<file path="src/rtl/pass_done_tracker.sv">
// pass_done_tracker
// Consumer of the MTC0 pass/fail/done reports coming out of execute.
// Keeps saturating pass/fail counters, the first failing test code and the
// end-of-test status, and queues every accepted report in a small event FIFO
// that a host drains with a valid/ready handshake.

`ifndef DATA_WIDTH
`define DATA_WIDTH 32
`endif

module pass_done_tracker #(
    parameter int FIFO_DEPTH = 4,
    parameter int CNT_WIDTH  = 16
) (
    input  logic                   clk,
    input  logic                   rst,
    input  logic                   rpt_valid,
    input  logic [1:0]             rpt_kind,
    input  logic [`DATA_WIDTH-1:0] rpt_code,
    output logic                   evt_valid,
    input  logic                   evt_ready,
    output logic [1:0]             evt_kind,
    output logic [`DATA_WIDTH-1:0] evt_code,
    output logic [CNT_WIDTH-1:0]   pass_count,
    output logic [CNT_WIDTH-1:0]   fail_count,
    output logic [`DATA_WIDTH-1:0] first_fail_code,
    output logic                   first_fail_valid,
    output logic                   done,
    output logic                   passed,
    output logic                   overflow
);

    localparam int DW = `DATA_WIDTH;
    // Address width of the storage; pointers carry one extra wrap bit.
    localparam int AW = (FIFO_DEPTH > 1) ? $clog2(FIFO_DEPTH) : 1;

    localparam logic [1:0] KIND_PASS = 2'b01;
    localparam logic [1:0] KIND_FAIL = 2'b10;
    localparam logic [1:0] KIND_DONE = 2'b11;

    localparam logic [0:0] ST_RUN    = 1'b0;
    localparam logic [0:0] ST_HALTED = 1'b1;

    logic [0:0]           state_reg;
    logic [CNT_WIDTH-1:0] pass_count_reg;
    logic [CNT_WIDTH-1:0] fail_count_reg;
    logic [DW-1:0]        first_fail_code_reg;
    logic                 first_fail_valid_reg;
    logic                 overflow_reg;
    logic [AW:0]          wr_ptr_reg;
    logic [AW:0]          rd_ptr_reg;

    // Entry layout: {kind, code}. Storage is deliberately not reset; the
    // pointers alone decide which entries are meaningful.
    logic [DW+1:0]        mem [FIFO_DEPTH];

    logic accept;
    logic fifo_empty;
    logic fifo_full;
    logic pop;
    logic push;

    // A report only counts while running and when it carries a real kind.
    assign accept     = (state_reg == ST_RUN) && rpt_valid && (rpt_kind != 2'b00);
    assign fifo_empty = (wr_ptr_reg == rd_ptr_reg);
    assign fifo_full  = (wr_ptr_reg[AW-1:0] == rd_ptr_reg[AW-1:0]) &&
                        (wr_ptr_reg[AW] != rd_ptr_reg[AW]);
    assign pop        = !fifo_empty && evt_ready;
    // A full FIFO still takes the new entry if the head leaves this cycle.
    assign push       = accept && (!fifo_full || pop);

    // Run/halt control: a DONE report halts until the next reset.
    always_ff @(posedge clk or posedge rst) begin
        if (rst) begin
            state_reg <= ST_RUN;
        end else if (accept && rpt_kind == KIND_DONE) begin
            state_reg <= ST_HALTED;
        end
    end

    // Saturating pass/fail counters; they update even when the FIFO drops.
    always_ff @(posedge clk or posedge rst) begin
        if (rst) begin
            pass_count_reg <= '0;
            fail_count_reg <= '0;
        end else if (accept) begin
            if (rpt_kind == KIND_PASS && pass_count_reg != '1) begin
                pass_count_reg <= pass_count_reg + CNT_WIDTH'(1);
            end
            if (rpt_kind == KIND_FAIL && fail_count_reg != '1) begin
                fail_count_reg <= fail_count_reg + CNT_WIDTH'(1);
            end
        end
    end

    // Capture only the very first failing test code.
    always_ff @(posedge clk or posedge rst) begin
        if (rst) begin
            first_fail_code_reg  <= '0;
            first_fail_valid_reg <= 1'b0;
        end else if (accept && rpt_kind == KIND_FAIL && !first_fail_valid_reg) begin
            first_fail_code_reg  <= rpt_code;
            first_fail_valid_reg <= 1'b1;
        end
    end

    // Sticky flag for any accepted report that found no room in the FIFO.
    always_ff @(posedge clk or posedge rst) begin
        if (rst) begin
            overflow_reg <= 1'b0;
        end else if (accept && !push) begin
            overflow_reg <= 1'b1;
        end
    end

    // FIFO pointers advance freely and wrap through the extra bit.
    always_ff @(posedge clk or posedge rst) begin
        if (rst) begin
            wr_ptr_reg <= '0;
            rd_ptr_reg <= '0;
        end else begin
            if (push) begin
                wr_ptr_reg <= wr_ptr_reg + (AW+1)'(1);
            end
            if (pop) begin
                rd_ptr_reg <= rd_ptr_reg + (AW+1)'(1);
            end
        end
    end

    // FIFO storage write; no reset so it maps onto plain memory.
    always_ff @(posedge clk) begin
        if (push) begin
            mem[wr_ptr_reg[AW-1:0]] <= {rpt_kind, rpt_code};
        end
    end

    // Head entry is presented straight from storage and forced to zero when empty.
    always_comb begin
        evt_kind = 2'b00;
        evt_code = '0;
        if (!fifo_empty) begin
            {evt_kind, evt_code} = mem[rd_ptr_reg[AW-1:0]];
        end
    end

    assign evt_valid        = !fifo_empty;
    assign pass_count       = pass_count_reg;
    assign fail_count       = fail_count_reg;
    assign first_fail_code  = first_fail_code_reg;
    assign first_fail_valid = first_fail_valid_reg;
    assign done             = (state_reg == ST_HALTED);
    assign passed           = (state_reg == ST_HALTED) && (fail_count_reg == '0);
    assign overflow         = overflow_reg;

endmodule

</file>
<file path="config.mk">
export PLATFORM = sky130hd
export DESIGN_NAME = pass_done_tracker
export DESIGN_NICKNAME = d
export VERILOG_FILES = /design/src/rtl/pass_done_tracker.sv
export SDC_FILE = /design/constraint.sdc
export NUM_CORES = 1
export LEC_CHECK = 0
export CAP_MARGIN = 20
export CORE_ASPECT_RATIO = 0.9
export CORE_MARGIN = 1.5
export CORE_UTILIZATION = 30
export CTS_CLUSTER_DIAMETER = 200
export CTS_CLUSTER_SIZE = 25
export DETAILED_ROUTE_END_ITERATION = 6
export SLEW_MARGIN = 5
export SYNTH_ARGS = -nofsm -noshare
export SYNTH_HDL_FRONTEND = slang
export SYNTH_SLANG_ARGS = --single-unit
</file>
<file path="constraint.sdc">
create_clock -name clk -period 2.4 [get_ports clk]
set_clock_uncertainty 0.2 [all_clocks]
set_input_delay 0.24 -clock clk [delete_from_list [all_inputs] [get_ports clk]]
set_output_delay 0.24 -clock clk [all_outputs]
set_load 0.01 [all_outputs]
</file>
After elaboration in Yosys (flattened, before gate mapping)
Memory sizes are Yosys's and may differ from the RTL's.
Index checks and enable logic that the tools add are counted.
{"block": "word_totals", "word_cells": 47, "romBits": 0, "ramBits": 136, "latch_bits": 0, "out_inout_bits": 103, "input_bits": 38, "n_memories": 1, "reg_bits": 73}
{"block": "classes", "eq_ne": 8, "n_shift": 0, "mux": 4, "n_reduce_logical": 21, "add_sub_neg": 4, "n_lt_le_gt_ge": 0, "bitwise": 1, "n_div": 0, "mul": 0}
{"memory": "mem", "words": 4, "word_bits": 34, "rd": 1, "rd_clocked_by_memory_dff": 0, "wr": 1, "line": "55", "text": "logic [DW+1:0] mem [FIFO_DEPTH];"}
{"operator": "$add A16 B1 Y16 const B", "count": 2}
{"operator": "$mux W32", "count": 1}
{"operator": "$ne A16 B16 Y1 const B", "count": 2}
{"operator": "$logic_not A16 Y1", "count": 1}
{"operator": "$logic_and A1 B1 Y1", "count": 12}
{"operator": "$add A3 B1 Y3 const B", "count": 2}
{"operator": "$eq A2 B2 Y1 const B", "count": 2}
{"operator": "$logic_not A1 Y1", "count": 4}
{"operator": "$reduce_and A2 Y1", "count": 2}
{"operator": "$eq A3 B3 Y1", "count": 1}
{"operator": "$eq A2 B1 Y1 const B", "count": 1}
{"operator": "$eq A2 B2 Y1", "count": 1}
{"operator": "$mux W1", "count": 2}
{"operator": "$mux W2", "count": 1}
{"operator": "$reduce_bool A2 Y1", "count": 1}
{"operator": "$logic_or A1 B1 Y1", "count": 1}
{"operator": "$ne A1 B1 Y1", "count": 1}
{"operator": "$not A1 Y1", "count": 1}

Depth between registers and ports, before layout
Gate-level depths: netlist (run 1).
{"block": "logic_depth", "depth_word": 7, "depth_mapped": 6, "ltp_nobuf": 6}

Least setup slack after synthesis (run 1)
OpenSTA, ideal clock, no wires.
{"block": "synth_timing", "path_type": "reg2reg", "startpoint": "register rd_ptr_reg[0]", "endpoint": "memory mem[3][0] (netlist bit) (enable)", "period_less_slack_ns": 2.509, "t_required_ns": 1.804, "path_stages_with_launch": 6, "setup_ns": 0.396, "n_path_buf": 1, "setup_slack_ns": -0.109, "t_arrival_ns": 1.913, "path_cell_list": "dfrtp_1 -> buf_4 -> xor2_1 -> nor4_2 -> nor2b_2 -> and2_1"}
{"block": "synth_via", "elab_chain_len": 7, "elab_cells_between_ends": 10, "classes_between": "eq/ne: 2; mux: 2; reduce/logical: 6"}
{"element": "from (decl)", "line": "51", "text": "logic [AW:0] rd_ptr_reg;"}
{"element": "from (signal assigned)", "line": "126", "text": "rd_ptr_reg <= rd_ptr_reg + (AW+1)'(1);"}
{"element": "$eq A3 B3 Y1 or $eq A2 B2 Y1 (tied branches)", "line": "65, 66"}
{"element": "$logic_not A1 Y1 or $logic_and A1 B1 Y1 (tied branches)", "line": "68, 66"}
{"element": "$logic_and A1 B1 Y1 or $logic_not A1 Y1 (tied branches)", "line": "68, 70"}
{"element": "$logic_or A1 B1 Y1 *", "line": "70", "text": "assign push = accept && (!fifo_full || pop);"}
{"element": "$logic_and A1 B1 Y1 *", "line": "70"}
{"element": "$mux W1 *", "line": "133", "text": "if (push) begin"}
{"element": "$mux W1 (not written as such) *", "line": "134", "text": "mem[wr_ptr_reg[AW-1:0]] <= {rpt_kind, rpt_code};"}
{"element": "to (decl)", "line": "55"}
Every way passes the cells marked *; elsewhere a longest branch is shown, timed or not.

Worst setup path after layout (run 1)
{"block": "layout_timing", "startpoint": "register rd_ptr_reg[0]", "endpoint": "output port evt_code[21]"}
{"block": "layout_via", "elab_chain_len": 2, "elab_cells_between_ends": 3, "classes_between": "eq/ne: 1; mux: 1; memory: 1"}
{"element": "$mem_v2 Z4 W34 or $eq A3 B3 Y1 (tied branches)"}
{"element": "$mux W32 *", "line": "142", "text": "if (!fifo_empty) begin"}
{"element": "to (decl)", "line": "23", "text": "output logic [`DATA_WIDTH-1:0] evt_code,"}
Marks and branches as above.

==> tab_implementation.tex, run 1 <==
\begin{tabular}{lr}
\hline
Metric & Value \\
\hline
\multicolumn{2}{l}{\textbf{Route}} \\
Met3 wire length & just under 900 um \\
Average via count per standard cell & roughly 4.6 \\
Remaining antenna violation count after routing & 0 \\
First-pass detailed-route iteration total & 4 \\
Wire length reported by the detailed router & 18.23 mm \\
Total via count in the routed design & 4,692 \\
Number of design-rule violations left by the first detailed-router iteration & roughly 220 \\
Met2 Routed Length & approximately 8.9 mm \\
Wire length per cell after detailed routing & 17.97 um \\
Met1 Routed Length & 8.301 mm \\
Highest layer used for signal routing & met4 \\
DRC violations left & 0 \\
\multicolumn{2}{l}{\textbf{Synth}} \\
Post-synth net total & just over 500 \\
Post-synthesis cell type count & 42 \\
Post-synth EDFFs & approximately 140 \\
Cell area after synthesis & roughly 8300 um2 \\
Async set-or-reset flop fraction in the synthesized netlist & 0.3493 \\
Total number of yosys warnings & 0 \\
Post-synthesis area per instance & 17.78 um2 \\
Largest cells by area after synthesis & sky130\_fd\_sc\_hd\_\_edfxtp\_1 (49\%), sky130\_fd\_sc\_hd\_\_dfrtp\_1 (22\%), sky130\_fd\_sc\_hd\_\_mux4\_2 (9.2\%), sky130\_fd\_sc\_hd\_\_mux2\_2 (4.5\%), sky130\_fd\_sc\_hd\_\_and2\_1 (2.9\%) \\
Fraction of synthesized cell area taken by the top area cell type & 0.4899 \\
Commonest cells in the netlist & sky130\_fd\_sc\_hd\_\_edfxtp\_1 (136), sky130\_fd\_sc\_hd\_\_dfrtp\_1 (73), sky130\_fd\_sc\_hd\_\_and2\_1 (38) \\
Synthesized flop and latch total & 209 \\
Cell with the most instances after synthesis & sky130\_fd\_sc\_hd\_\_edfxtp\_1 \\
Yosys top cell by area & sky130\_fd\_sc\_hd\_\_edfxtp\_1 \\
Seq/Total Area, Yosys & 0.7090 \\
Mapped Cells & $\sim$470 \\
Dominant register cell in the synthesized netlist & sky130\_fd\_sc\_hd\_\_edfxtp\_1 \\
\multicolumn{2}{l}{\textbf{Critical path}} \\
Critical path cell sequence & buf\_12 > buf\_12 > buf\_6 > mux4\_2 > and2\_4 > buf\_6 \\
Worst setup startpoint & rd\_ptr\_reg[0]\$\_DFFE\_PP0P\_ \\
Critical R2R Launch & rd\_ptr\_reg[0]\$\_DFFE\_PP0P\_ \\
Cell with the largest stage delay on the worst path & sky130\_fd\_sc\_hd\_\_mux4\_2 \\
Type of element launching the critical path & flop \\
Data required time at the worst endpoint & $\sim$2000 ps \\
Number of cells on the worst reg-to-reg path & 8 \\
Critical setup path kind & flop to primary output \\
Endpoint of the worst register-to-register path & rd\_ptr\_reg[1]\$\_DFFE\_PP0P\_ \\
Arrival time of data at the critical path endpoint & 2010 ps \\
Worst stage delay on the critical path & 510 ps \\
Register-to-Register Setup Slack & between 200 and 300 ps \\
Worst setup path end & evt\_code[21] \\
Max FO, Critical Path & 7 \\
Kind of end point of the critical path & primary output \\
\multicolumn{2}{l}{\textbf{Cells and area}} \\
Total number of nets in the final design & 700 \\
Filler Cell Count & approximately 2,400 \\
Final Instance Count excl. Fillers & 1,014 \\
Flip-flop count of the largest register after layout & about 140 \\
Ratio of cells with drive above 1 in the final layout & 0.3258 \\
Ant. Diodes & 0 \\
Share of the core filled with cells & 0.4128 \\
Synth-to-layout area growth & 34.55\% \\
\multicolumn{2}{l}{\textbf{Global route}} \\
Global-route usage over all layers & 0.1260 \\
Antenna violations before repair & 0 \\
Pin count of the biggest net entering global routing & 51 \\
First-pass GRT wire length & $\sim$28 mm \\
Gr ovfl total & 0 \\
Number of global-route vias before repair & about 5,000 \\
\multicolumn{2}{l}{\textbf{Power}} \\
Worst vdd rail ir drop & approximately 420 uV \\
Final total power & roughly 11 mW \\
Power per unit of standard cell area & 1013 nW/um2 \\
P\_leak & approximately 4.2 nW \\
\multicolumn{2}{l}{\textbf{Placed design}} \\
Final HPWL from detailed placement & between 10 and 15 mm \\
Weighted congestion reported at the end of routability-driven placement & 0.7695 \\
Post-Place Setup Slack & -72.50 ps \\
Number of port buffers & between 100 and 150 \\
\# placed instances & approximately 1,000 \\
\multicolumn{2}{l}{\textbf{Job}} \\
Count of max-cap constraint violations & 0 \\
\multicolumn{2}{l}{\textbf{Die}} \\
Die Y-Extent & between 150 and 200 um \\
Number of primary I/O pins & 141 \\
Die Width & between 150 and 200 um \\
Starting Density & 0.3068 \\
Core area & approximately 27,000 um2 \\
Die Footprint & $\sim$29,000 um2 \\
Placement Rows & 57 \\
\multicolumn{2}{l}{\textbf{Clock network}} \\
Number of clock buffers inserted by TritonCTS & 12 \\
Number of levels in the clock H-tree & 1 \\
Clock tree from TritonCTS & done \\
Clk root buf & sky130\_fd\_sc\_hd\_\_clkbuf\_16 \\
Clock-pin slew on the worst setup and hold paths & 90 ps \\
Clock sink total & around 210 \\
Maximum clock insertion buffer count & 3 \\
Worst-skew pair later-pin latency & about 460 ps \\
\multicolumn{2}{l}{\textbf{Outcome}} \\
Violated checks & setup timing \\
Run status & finished with violations \\
\multicolumn{2}{l}{\textbf{Timing}} \\
Crit path time final & between 2000 and 2500 ps \\
Number of hold violations in the final report & 0 \\
Highest Clock Rate & about 400 MHz \\
Number of pins with negative max-slew slack in the final report & 0 \\
Slack of the critical path & -53.55 ps \\
Period Utilization, post-route & 1.022 \\
Max-slew headroom & 0.6729 \\
Setup repair after global routing missed its margin & yes \\
Slew at the pin closest to its max-slew limit & 486.9 ps \\
Final setup violating endpoints & 28 \\
\multicolumn{2}{l}{\textbf{Hold path}} \\
Worst min-delay path startpoint & rpt\_code[25] \\
Worst min-delay path category & input port to flop \\
\hline
\end{tabular}
-- timing repair --
item / 4_1_cts / 5_1_grt
gates cloned: 2 / 4
resized for setup: 197 / 14
endpoints found under the setup margin: 36 / 35
hold buffers: 1 / 0
buffers inserted: 12 / 1
hold endpoints to repair: 23 / 0
pin swaps: 25 / 3
-- worst min-delay path by stage --
stage | depth (start not counted) | end
after floorplan | 0 | mem[0][0]$_DFFE_PP_
after global placement | 1 | overflow$_DFFE_PP0P_
after detailed placement | 1 | overflow$_DFFE_PP0P_
after CTS | 1 | mem[3][25]$_DFFE_PP_
after global routing | 1 | mem[2][25]$_DFFE_PP_
final | 1 | mem[3][25]$_DFFE_PP_
-- final cells by class --
cell class	instances	area, um2	share of cell area
sequential	209	5913	0.5272
clock buffer	19	347.8	0.03101
tap	354	442.9	0.03949
clock inverter	1	16.27	0.001450
multi-input combinational	238	2430	0.2166
timing repair buffer	186	2039	0.1818
inverter	7	27.53	0.002454
-- critical path, delay by kind of cell, from the launching register on --
kind	cells	cell delay, ps
multiplexers	1	510
buffers and inverters	4	480
flip-flops	1	390
AND/OR/NAND/NOR	1	160
-- metal layers --
metal	vias up	track usage
met5	-	0
met4	0	0.01780
met3	11	0.02331
met2	131	0.2111
met1	2428	0.1743
li1	2122	-
-- logic make-up (layout without fill, tap and decap cells) --
logic type | after synthesis | count (layout) | synth area share
AND/OR/NAND/NOR | 115 | 115 | 0.08135
XOR/XNOR | 33 | 33 | 0.03467
multiplexers | 69 | 69 | 0.1391
AO/OA/AOI/OAI | 13 | 13 | 0.01141
buffers and inverters | 22 | 213 | 0.01246
adder cells (fa/ha/maj) | 8 | 8 | 0.01201
flip-flops | 209 | 209 | 0.7090
-- power by group --
part           switching [mW]  internal (mW)
Combinational            1.98           3.01
Sequential              0.162           4.05
Clock                    1.13           1.03
Total                    3.27           8.09
-- cells in the final DEF (no fill, tap or decap), types with 5 or more instances in the layout --
| cell type | n |
|---|---|
| sky130_fd_sc_hd__a21oi_1 | 6 |
| sky130_fd_sc_hd__and2_1 | 6 |
| sky130_fd_sc_hd__and2_4 | 29 |
| sky130_fd_sc_hd__buf_12 | 19 |
| sky130_fd_sc_hd__buf_2 | 10 |
| sky130_fd_sc_hd__buf_4 | 16 |
| sky130_fd_sc_hd__buf_6 | 31 |
| sky130_fd_sc_hd__clkbuf_1 | 6 |
| sky130_fd_sc_hd__clkbuf_16 | 16 |
| sky130_fd_sc_hd__clkdlybuf4s50_1 | 104 |
| sky130_fd_sc_hd__dfrtp_1 | 71 |
| sky130_fd_sc_hd__edfxtp_1 | 136 |
| sky130_fd_sc_hd__ha_1 | 8 |
| sky130_fd_sc_hd__inv_1 | 6 |
| sky130_fd_sc_hd__mux2_2 | 33 |
| sky130_fd_sc_hd__mux4_2 | 34 |
| sky130_fd_sc_hd__nand2_1 | 21 |
| sky130_fd_sc_hd__nand3_1 | 10 |
| sky130_fd_sc_hd__nand4_1 | 5 |
| sky130_fd_sc_hd__nor2_1 | 11 |
| sky130_fd_sc_hd__xnor2_1 | 23 |
| sky130_fd_sc_hd__xor2_1 | 8 |
-- through the flow --
stage               setup TNS [ps]  hold slack [ps]  cell area (um2)
global placement            -10220            260.3            10510
floorplan                        0            138.9             8342
detailed placement           -2932            262.3            10510
finish                      -600.4            254.7            11220
CTS                          -1532            231.6            11150
global route                 -3162            243.9            11220
Power figures use the tool's default switching activity.
==> run 2: changes to the inputs <==
GPL_ROUTABILITY_DRIVEN = 0   (was unset)
PLACE_DENSITY = 0.54   (was unset)
==> tab_implementation.tex, run 2 (same netlist as run 1, synthesis figures left out) <==
\begin{tabular}{lr}
\hline
Metric & Value \\
\hline
\multicolumn{2}{l}{\textbf{Clock network}} \\
Maximum clock insertion buffer count & 3 \\
Worst-skew pair later-pin latency & 470 ps \\
Number of levels in the clock H-tree & 1 \\
Number of clock buffers inserted by TritonCTS & 12 \\
Clock tree from TritonCTS & done \\
Clk root buf & sky130\_fd\_sc\_hd\_\_clkbuf\_16 \\
Clock-pin slew on the worst setup and hold paths & around 100 ps \\
Clock sink total & around 210 \\
\multicolumn{2}{l}{\textbf{Power}} \\
Switch share & 0.2908 \\
Power per unit of standard cell area & $\sim$1000 nW/um2 \\
Worst vdd rail ir drop & between 500 and 600 uV \\
Combinational fraction of design power & 0.438 \\
Sequential share of power & 0.371 \\
Sw Pwr & 3.311 mW \\
Final total power & about 11 mW \\
P\_leak & about 4.2 nW \\
Share of power burned in the clock network & 0.191 \\
Total internal power & 8.076 mW \\
\multicolumn{2}{l}{\textbf{Global route}} \\
First-pass GRT wire length & between 20 and 30 mm \\
Antenna violations before repair & 0 \\
Pin count of the biggest net entering global routing & 74 \\
Number of global-route vias before repair & 5,044 \\
Global-route usage over all layers & 0.1343 \\
Gr ovfl total & 0 \\
\multicolumn{2}{l}{\textbf{Route}} \\
Wire length reported by the detailed router & 19.03 mm \\
First-pass detailed-route iteration total & 4 \\
Average via count per standard cell & around 4.6 \\
Total via count in the routed design & 4,638 \\
Number of design-rule violations left by the first detailed-router iteration & 225 \\
DRC violations left & 0 \\
Wire length per cell after detailed routing & 18.80 um \\
Remaining antenna violation count after routing & 0 \\
\multicolumn{2}{l}{\textbf{Die}} \\
Core area & around 27,000 um2 \\
Number of primary I/O pins & $\sim$140 \\
Die Footprint & 28,800 um2 \\
Placement Rows & 57 \\
Die Width & roughly 180 um \\
Starting Density & 0.3068 \\
Die Y-Extent & around 160 um \\
\multicolumn{2}{l}{\textbf{Cells and area}} \\
Most common cell after layout, fill and taps aside & sky130\_fd\_sc\_hd\_\_edfxtp\_1 \\
Share of the core filled with cells & 0.4128 \\
Ant. Diodes & 0 \\
Sequential Area & between 5000 and 6000 um2 \\
Flip-flop count of the largest register after layout & 136 \\
Commonest cells after routing, fill and taps aside & sky130\_fd\_sc\_hd\_\_edfxtp\_1 (136), sky130\_fd\_sc\_hd\_\_clkdlybuf4s50\_1 (104), sky130\_fd\_sc\_hd\_\_dfrtp\_1 (71), sky130\_fd\_sc\_hd\_\_mux4\_2 (34), sky130\_fd\_sc\_hd\_\_buf\_6 (34) \\
Synth-to-layout area growth & 34.55\% \\
Filler Cell Count & around 2,400 \\
Ratio of cells with drive above 1 in the final layout & 0.3207 \\
Total number of nets in the final design & about 700 \\
Multi-input gate area & between 2000 and 2500 um2 \\
\multicolumn{2}{l}{\textbf{Outcome}} \\
Run status & finished with violations \\
Violated checks & setup timing \\
\multicolumn{2}{l}{\textbf{Timing}} \\
Max-slew headroom & 0.6950 \\
Period Utilization, post-route & 1.025 \\
Number of pins with negative max-slew slack in the final report & 0 \\
Hold slack final & 237.8 ps \\
Final setup violating endpoints & 35 \\
Setup repair after global routing missed its margin & yes \\
Final TNS setup & -1386 ps \\
Crit path time final & 2459 ps \\
Slack of the critical path & -59.27 ps \\
Highest Clock Rate & just over 400 MHz \\
Number of hold violations in the final report & 0 \\
Slew at the pin closest to its max-slew limit & roughly 450 ps \\
\multicolumn{2}{l}{\textbf{Hold path}} \\
Number of cells on the worst hold path & 1 \\
Worst min-delay path startpoint & rpt\_code[0] \\
Worst min-delay path category & input port to flop \\
Hold EP & mem[3][0]\$\_DFFE\_PP\_ \\
\multicolumn{2}{l}{\textbf{Placed design}} \\
Final HPWL from detailed placement & 12.42 mm \\
Number of port buffers & between 100 and 150 \\
\multicolumn{2}{l}{\textbf{Critical path}} \\
Register-to-Register Setup Slack & approximately 300 ps \\
Data required time at the worst endpoint & around 2000 ps \\
Type of element launching the critical path & flop \\
Critical setup path kind & flop to primary output \\
Endpoint of the worst register-to-register path & mem[2][16]\$\_DFFE\_PP\_ \\
Max FO, Critical Path & 8 \\
Critical R2R Launch & rd\_ptr\_reg[0]\$\_DFFE\_PP0P\_ \\
Arrival time of data at the critical path endpoint & roughly 2000 ps \\
Number of cells on the worst reg-to-reg path & 6 \\
Kind of end point of the critical path & primary output \\
\multicolumn{2}{l}{\textbf{Job}} \\
Count of max-cap constraint violations & 0 \\
\hline
\end{tabular}
run 2: layout make-up:
cell class / instances / share of cell area
flip-flops and latches: 209 / 0.5272
repair buffers: 184 / 0.1814
clock buffers: 19 / 0.03101
well taps: 354 / 0.03949
clock inverters: 1 / 0.001450
multi-input cells: 238 / 0.2171
inverters: 7 / 0.002454
run 2: worst max-delay path, cell delays in order (launching register included):
cell and delay (ps):
sky130_fd_sc_hd__dfrtp_2 440, sky130_fd_sc_hd__buf_6 140, sky130_fd_sc_hd__buf_12 130, sky130_fd_sc_hd__mux4_2 530, sky130_fd_sc_hd__and2_1 170, sky130_fd_sc_hd__buf_2 140
run 2: per-stage QoR:
step | std cells | area, um2 | setup slack [ps]
floorplan | 469 | 8342 | 106.7
global placement | 974 | 10490 | -34.57
detailed placement | 974 | 10490 | -41.41
CTS | 1013 | 11190 | -206.1
global route | 1012 | 11220 | -158.5
finish | 1012 | 11220 | -59.27
run 2: worst max path at each step:
| stage | start | end | slack (ps) |
|---|---|---|---|
| 6_report | rd_ptr_reg[0]$_DFFE_PP0P_ | evt_code[31] | -60 |
| 5_1_grt | rd_ptr_reg[0]$_DFFE_PP0P_ | evt_code[10] | -160 |
| 4_1_cts | rd_ptr_reg[0]$_DFFE_PP0P_ | evt_code[10] | -210 |
| 3_5_place_dp | rpt_kind[1] | mem[2][26]$_DFFE_PP_ | -40 |
| 3_3_place_gp | rpt_kind[1] | mem[2][8]$_DFFE_PP_ | -30 |
| 2_1_floorplan | rst | done$_DFFE_PP0P_ | 110 |
run 2: layer usage:
metal / vias to the layer above / GRT usage / part of all wire
li1: 2130 / - / -
met1: 2369 / 0.1892 / 0.47
met2: 125 / 0.2192 / 0.47
met3: 14 / 0.02637 / 0.050
met4: 0 / 0.02045 / 0.012
met5: - / 0 / 0
run 2: timing repair:
action / in CTS / in global routing
endpoints found under the setup margin: 36 / 35
endpoints found under the hold margin: 40 / 0
buffers inserted: 16 / 1
pin swaps: 28 / 7
hold buffers: 1 / 0
gates resized for setup: 205 / 12
gates cloned: 4 / 2
run 2: power groups by stage:
stage	sequential, mW	clock (mW)	combinational, mW
3_5_place_dp	4.32	0	4.03
6_report	4.23	2.17	4.99
3_3_place_gp	4.31	0	4.02
2_1_floorplan	4.34	0	1.86
4_1_cts	4.23	2.26	4.91
5_1_grt	4.26	2.40	5.39
==> run 3: changes to the inputs <==
CORE_ASPECT_RATIO = unset   (was 0.9)
==> tab_implementation.tex, run 3 (same netlist as run 1, synthesis figures left out) <==
\begin{tabular}{lr}
\hline
Metric & Value \\
\hline
\multicolumn{2}{l}{\textbf{Clock network}} \\
Worst-skew pair later-pin latency & between 400 and 500 ps \\
Clk root buf & sky130\_fd\_sc\_hd\_\_clkbuf\_16 \\
Number of levels in the clock H-tree & 1 \\
Number of clock buffers inserted by TritonCTS & 12 \\
Clock sink total & 209 \\
Clock tree from TritonCTS & done \\
Clock-pin slew on the worst setup and hold paths & about 100 ps \\
Maximum clock insertion buffer count & 3 \\
\multicolumn{2}{l}{\textbf{Job}} \\
Count of max-cap constraint violations & 0 \\
\multicolumn{2}{l}{\textbf{Outcome}} \\
Run status & finished with violations \\
Violated checks & setup timing \\
\multicolumn{2}{l}{\textbf{Placed design}} \\
Number of port buffers & 140 \\
Final HPWL from detailed placement & between 10 and 15 mm \\
\# placed instances & about 990 \\
\multicolumn{2}{l}{\textbf{Die}} \\
Core area & 27,100 um2 \\
Number of primary I/O pins & approximately 140 \\
Die Y-Extent & around 170 um \\
Die Footprint & 28,800 um2 \\
Starting Density & 0.3076 \\
Die Width & between 150 and 200 um \\
Placement Rows & 60 \\
\multicolumn{2}{l}{\textbf{Global route}} \\
Pin count of the biggest net entering global routing & between 40 and 50 \\
Gr ovfl total & 0 \\
Antenna violations before repair & 0 \\
First-pass GRT wire length & 28.14 mm \\
Global-route usage over all layers & 0.1260 \\
Number of global-route vias before repair & about 5,000 \\
\multicolumn{2}{l}{\textbf{Critical path}} \\
Data required time at the worst endpoint & 1960 ps \\
Critical setup path kind & flop to primary output \\
Register-to-Register Setup Slack & between 200 and 300 ps \\
Cell mode on critical path & sky130\_fd\_sc\_hd\_\_buf\_12 \\
Cell with the largest stage delay on the worst path & sky130\_fd\_sc\_hd\_\_mux4\_2 \\
Arrival time of data at the critical path endpoint & 2000 ps \\
Max FO, Critical Path & 6 \\
Worst stage delay on the critical path & slightly below 500 ps \\
Kind of end point of the critical path & primary output \\
Type of element launching the critical path & flop \\
Critical path cell sequence & buf\_12 > buf\_12 > buf\_12 > mux4\_2 > and2\_4 > buf\_6 \\
\multicolumn{2}{l}{\textbf{Timing}} \\
Number of pins with negative max-slew slack in the final report & 0 \\
Max-slew headroom & 0.6661 \\
Hold slack final & roughly 240 ps \\
Crit path time final & approximately 2400 ps \\
Highest Clock Rate & approximately 410 MHz \\
Number of hold violations in the final report & 0 \\
Slew at the pin closest to its max-slew limit & around 500 ps \\
Slack of the critical path & -36.56 ps \\
Final setup violating endpoints & 17 \\
Final TNS setup & -296.2 ps \\
Period Utilization, post-route & 1.015 \\
Setup repair after global routing missed its margin & yes \\
\multicolumn{2}{l}{\textbf{Power}} \\
Sequential share of power & 0.373 \\
Power per unit of standard cell area & between 1000 and 1500 nW/um2 \\
Sw Pwr & about 3.2 mW \\
Combinational fraction of design power & 0.435 \\
Final total power & between 10 and 15 mW \\
Worst vdd rail ir drop & roughly 450 uV \\
P\_leak & about 4.2 nW \\
Switch share & 0.2859 \\
Total internal power & between 8 and 9 mW \\
Share of power burned in the clock network & 0.191 \\
\multicolumn{2}{l}{\textbf{Route}} \\
Average via count per standard cell & approximately 4.5 \\
Wire length reported by the detailed router & between 15 and 20 mm \\
First-pass detailed-route iteration total & 4 \\
Total via count in the routed design & between 4,000 and 5,000 \\
Number of design-rule violations left by the first detailed-router iteration & 224 \\
Wire length per cell after detailed routing & $\sim$17 um \\
DRC violations left & 0 \\
Remaining antenna violation count after routing & 0 \\
\multicolumn{2}{l}{\textbf{Cells and area}} \\
Filler Cell Count & around 2,400 \\
Ant. Diodes & 0 \\
Commonest cells after routing, fill and taps aside & sky130\_fd\_sc\_hd\_\_edfxtp\_1 (136), sky130\_fd\_sc\_hd\_\_clkdlybuf4s50\_1 (104), sky130\_fd\_sc\_hd\_\_dfrtp\_1 (71), sky130\_fd\_sc\_hd\_\_mux4\_2 (34), sky130\_fd\_sc\_hd\_\_mux2\_2 (33) \\
Total number of nets in the final design & between 700 and 800 \\
Flip-flop count of the largest register after layout & 136 \\
Ratio of cells with drive above 1 in the final layout & 0.3218 \\
Synth-to-layout area growth & 34.40\% \\
Most common cell after layout, fill and taps aside & sky130\_fd\_sc\_hd\_\_edfxtp\_1 \\
Final Instance Count excl. Fillers & slightly above 1,000 \\
\multicolumn{2}{l}{\textbf{Hold path}} \\
Worst min-delay path category & input port to flop \\
\hline
\end{tabular}
## run 3: cell count changes in the layout (fill, tap and decap cells not counted)
cell / previous run / this run
sky130_fd_sc_hd__buf_2: 6 / 11
sky130_fd_sc_hd__and2_1: 7 / 10
sky130_fd_sc_hd__and2_4: 28 / 25
sky130_fd_sc_hd__buf_16: 2 / 0
sky130_fd_sc_hd__buf_6: 34 / 32
sky130_fd_sc_hd__buf_8: 0 / 2
sky130_fd_sc_hd__buf_4: 17 / 18
sky130_fd_sc_hd__clkbuf_2: 0 / 1
sky130_fd_sc_hd__dlygate4sd2_1: 2 / 1
sky130_fd_sc_hd__nor4b_2: 0 / 1
sky130_fd_sc_hd__nor4b_4: 1 / 0
## run 3: path summary, 6_finish.rpt
kind,start,endpoint,cells after the start
setup reg to reg,rd_ptr_reg[0]$_DFFE_PP0P_,wr_ptr_reg[2]$_DFFE_PP0P_,7
hold reg to reg,overflow$_DFFE_PP0P_,overflow$_DFFE_PP0P_,1
max in group asynchronous,rst,rd_ptr_reg[0]$_DFFE_PP0P_,4
min in group asynchronous,rst,pass_count[2]$_DFFE_PP0P_,3
setup / recovery,rd_ptr_reg[0]$_DFFE_PP0P_,evt_code[28],6
hold / removal,rpt_code[9],mem[1][9]$_DFFE_PP_,1
## run 3: through the flow
stage                     utilization  area [um2]  setup WS [ps]
after CTS                      0.4103       11120         -91.54
after floorplan                     -        8342          106.7
after global routing           0.4134       11200         -110.9
final                          0.4134       11200         -36.56
after global placement         0.3854       10450          2.808
after detailed placement       0.3854       10450          1.196
## run 3: power groups by stage
stage          registers, mW  clock network [mW]  logic, mW
2_1_floorplan           4.34                   0       1.86
6_report                4.21                2.16       4.92
5_1_grt                 4.25                2.39       5.27
4_1_cts                 4.21                2.27       4.63
3_5_place_dp            4.31                   0       3.92
3_3_place_gp            4.30                   0       3.91
## run 3: routing by layer
| layer | track usage | part of all wire | vias up |
|---|---|---|---|
| met5 | 0 | 0 | - |
| li1 | - | - | 2132 |
| met1 | 0.1607 | 0.43 | 2376 |
| met3 | 0.02472 | 0.051 | 15 |
| met4 | 0.02078 | 0.0093 | 0 |
| met2 | 0.2245 | 0.51 | 118 |
## run 3: critical path, delay by kind of cell (launching register included)
kind	cells	cell delay, ps
muxes	1	490
buffers and inverters	4	500
DFF	1	380
and+or+nand+nor	1	150
## run 3: layout make-up
type / instances / area, um2 / share of cell area
inverters: 7 / 27.53 / 0.002457
flip-flops and latches: 209 / 5913 / 0.5277
multi-input cells: 238 / 2419 / 0.2159
clock buffers: 19 / 347.8 / 0.03104
well taps: 372 / 465.4 / 0.04154
repair buffers: 188 / 2016 / 0.1799
clock inverters: 1 / 16.27 / 0.001452
## run 3: timing repair
| item | in CTS | in global routing |
|---|---|---|
| resized for setup | 190 | 26 |
| setup buffers | 17 | 1 |
| pin swaps | 25 | 6 |
| hold buffers | 1 | 0 |
| gates cloned | 2 | 2 |
| setup endpoints to repair | 36 | 35 |
| endpoints found under the hold margin | 25 | 0 |
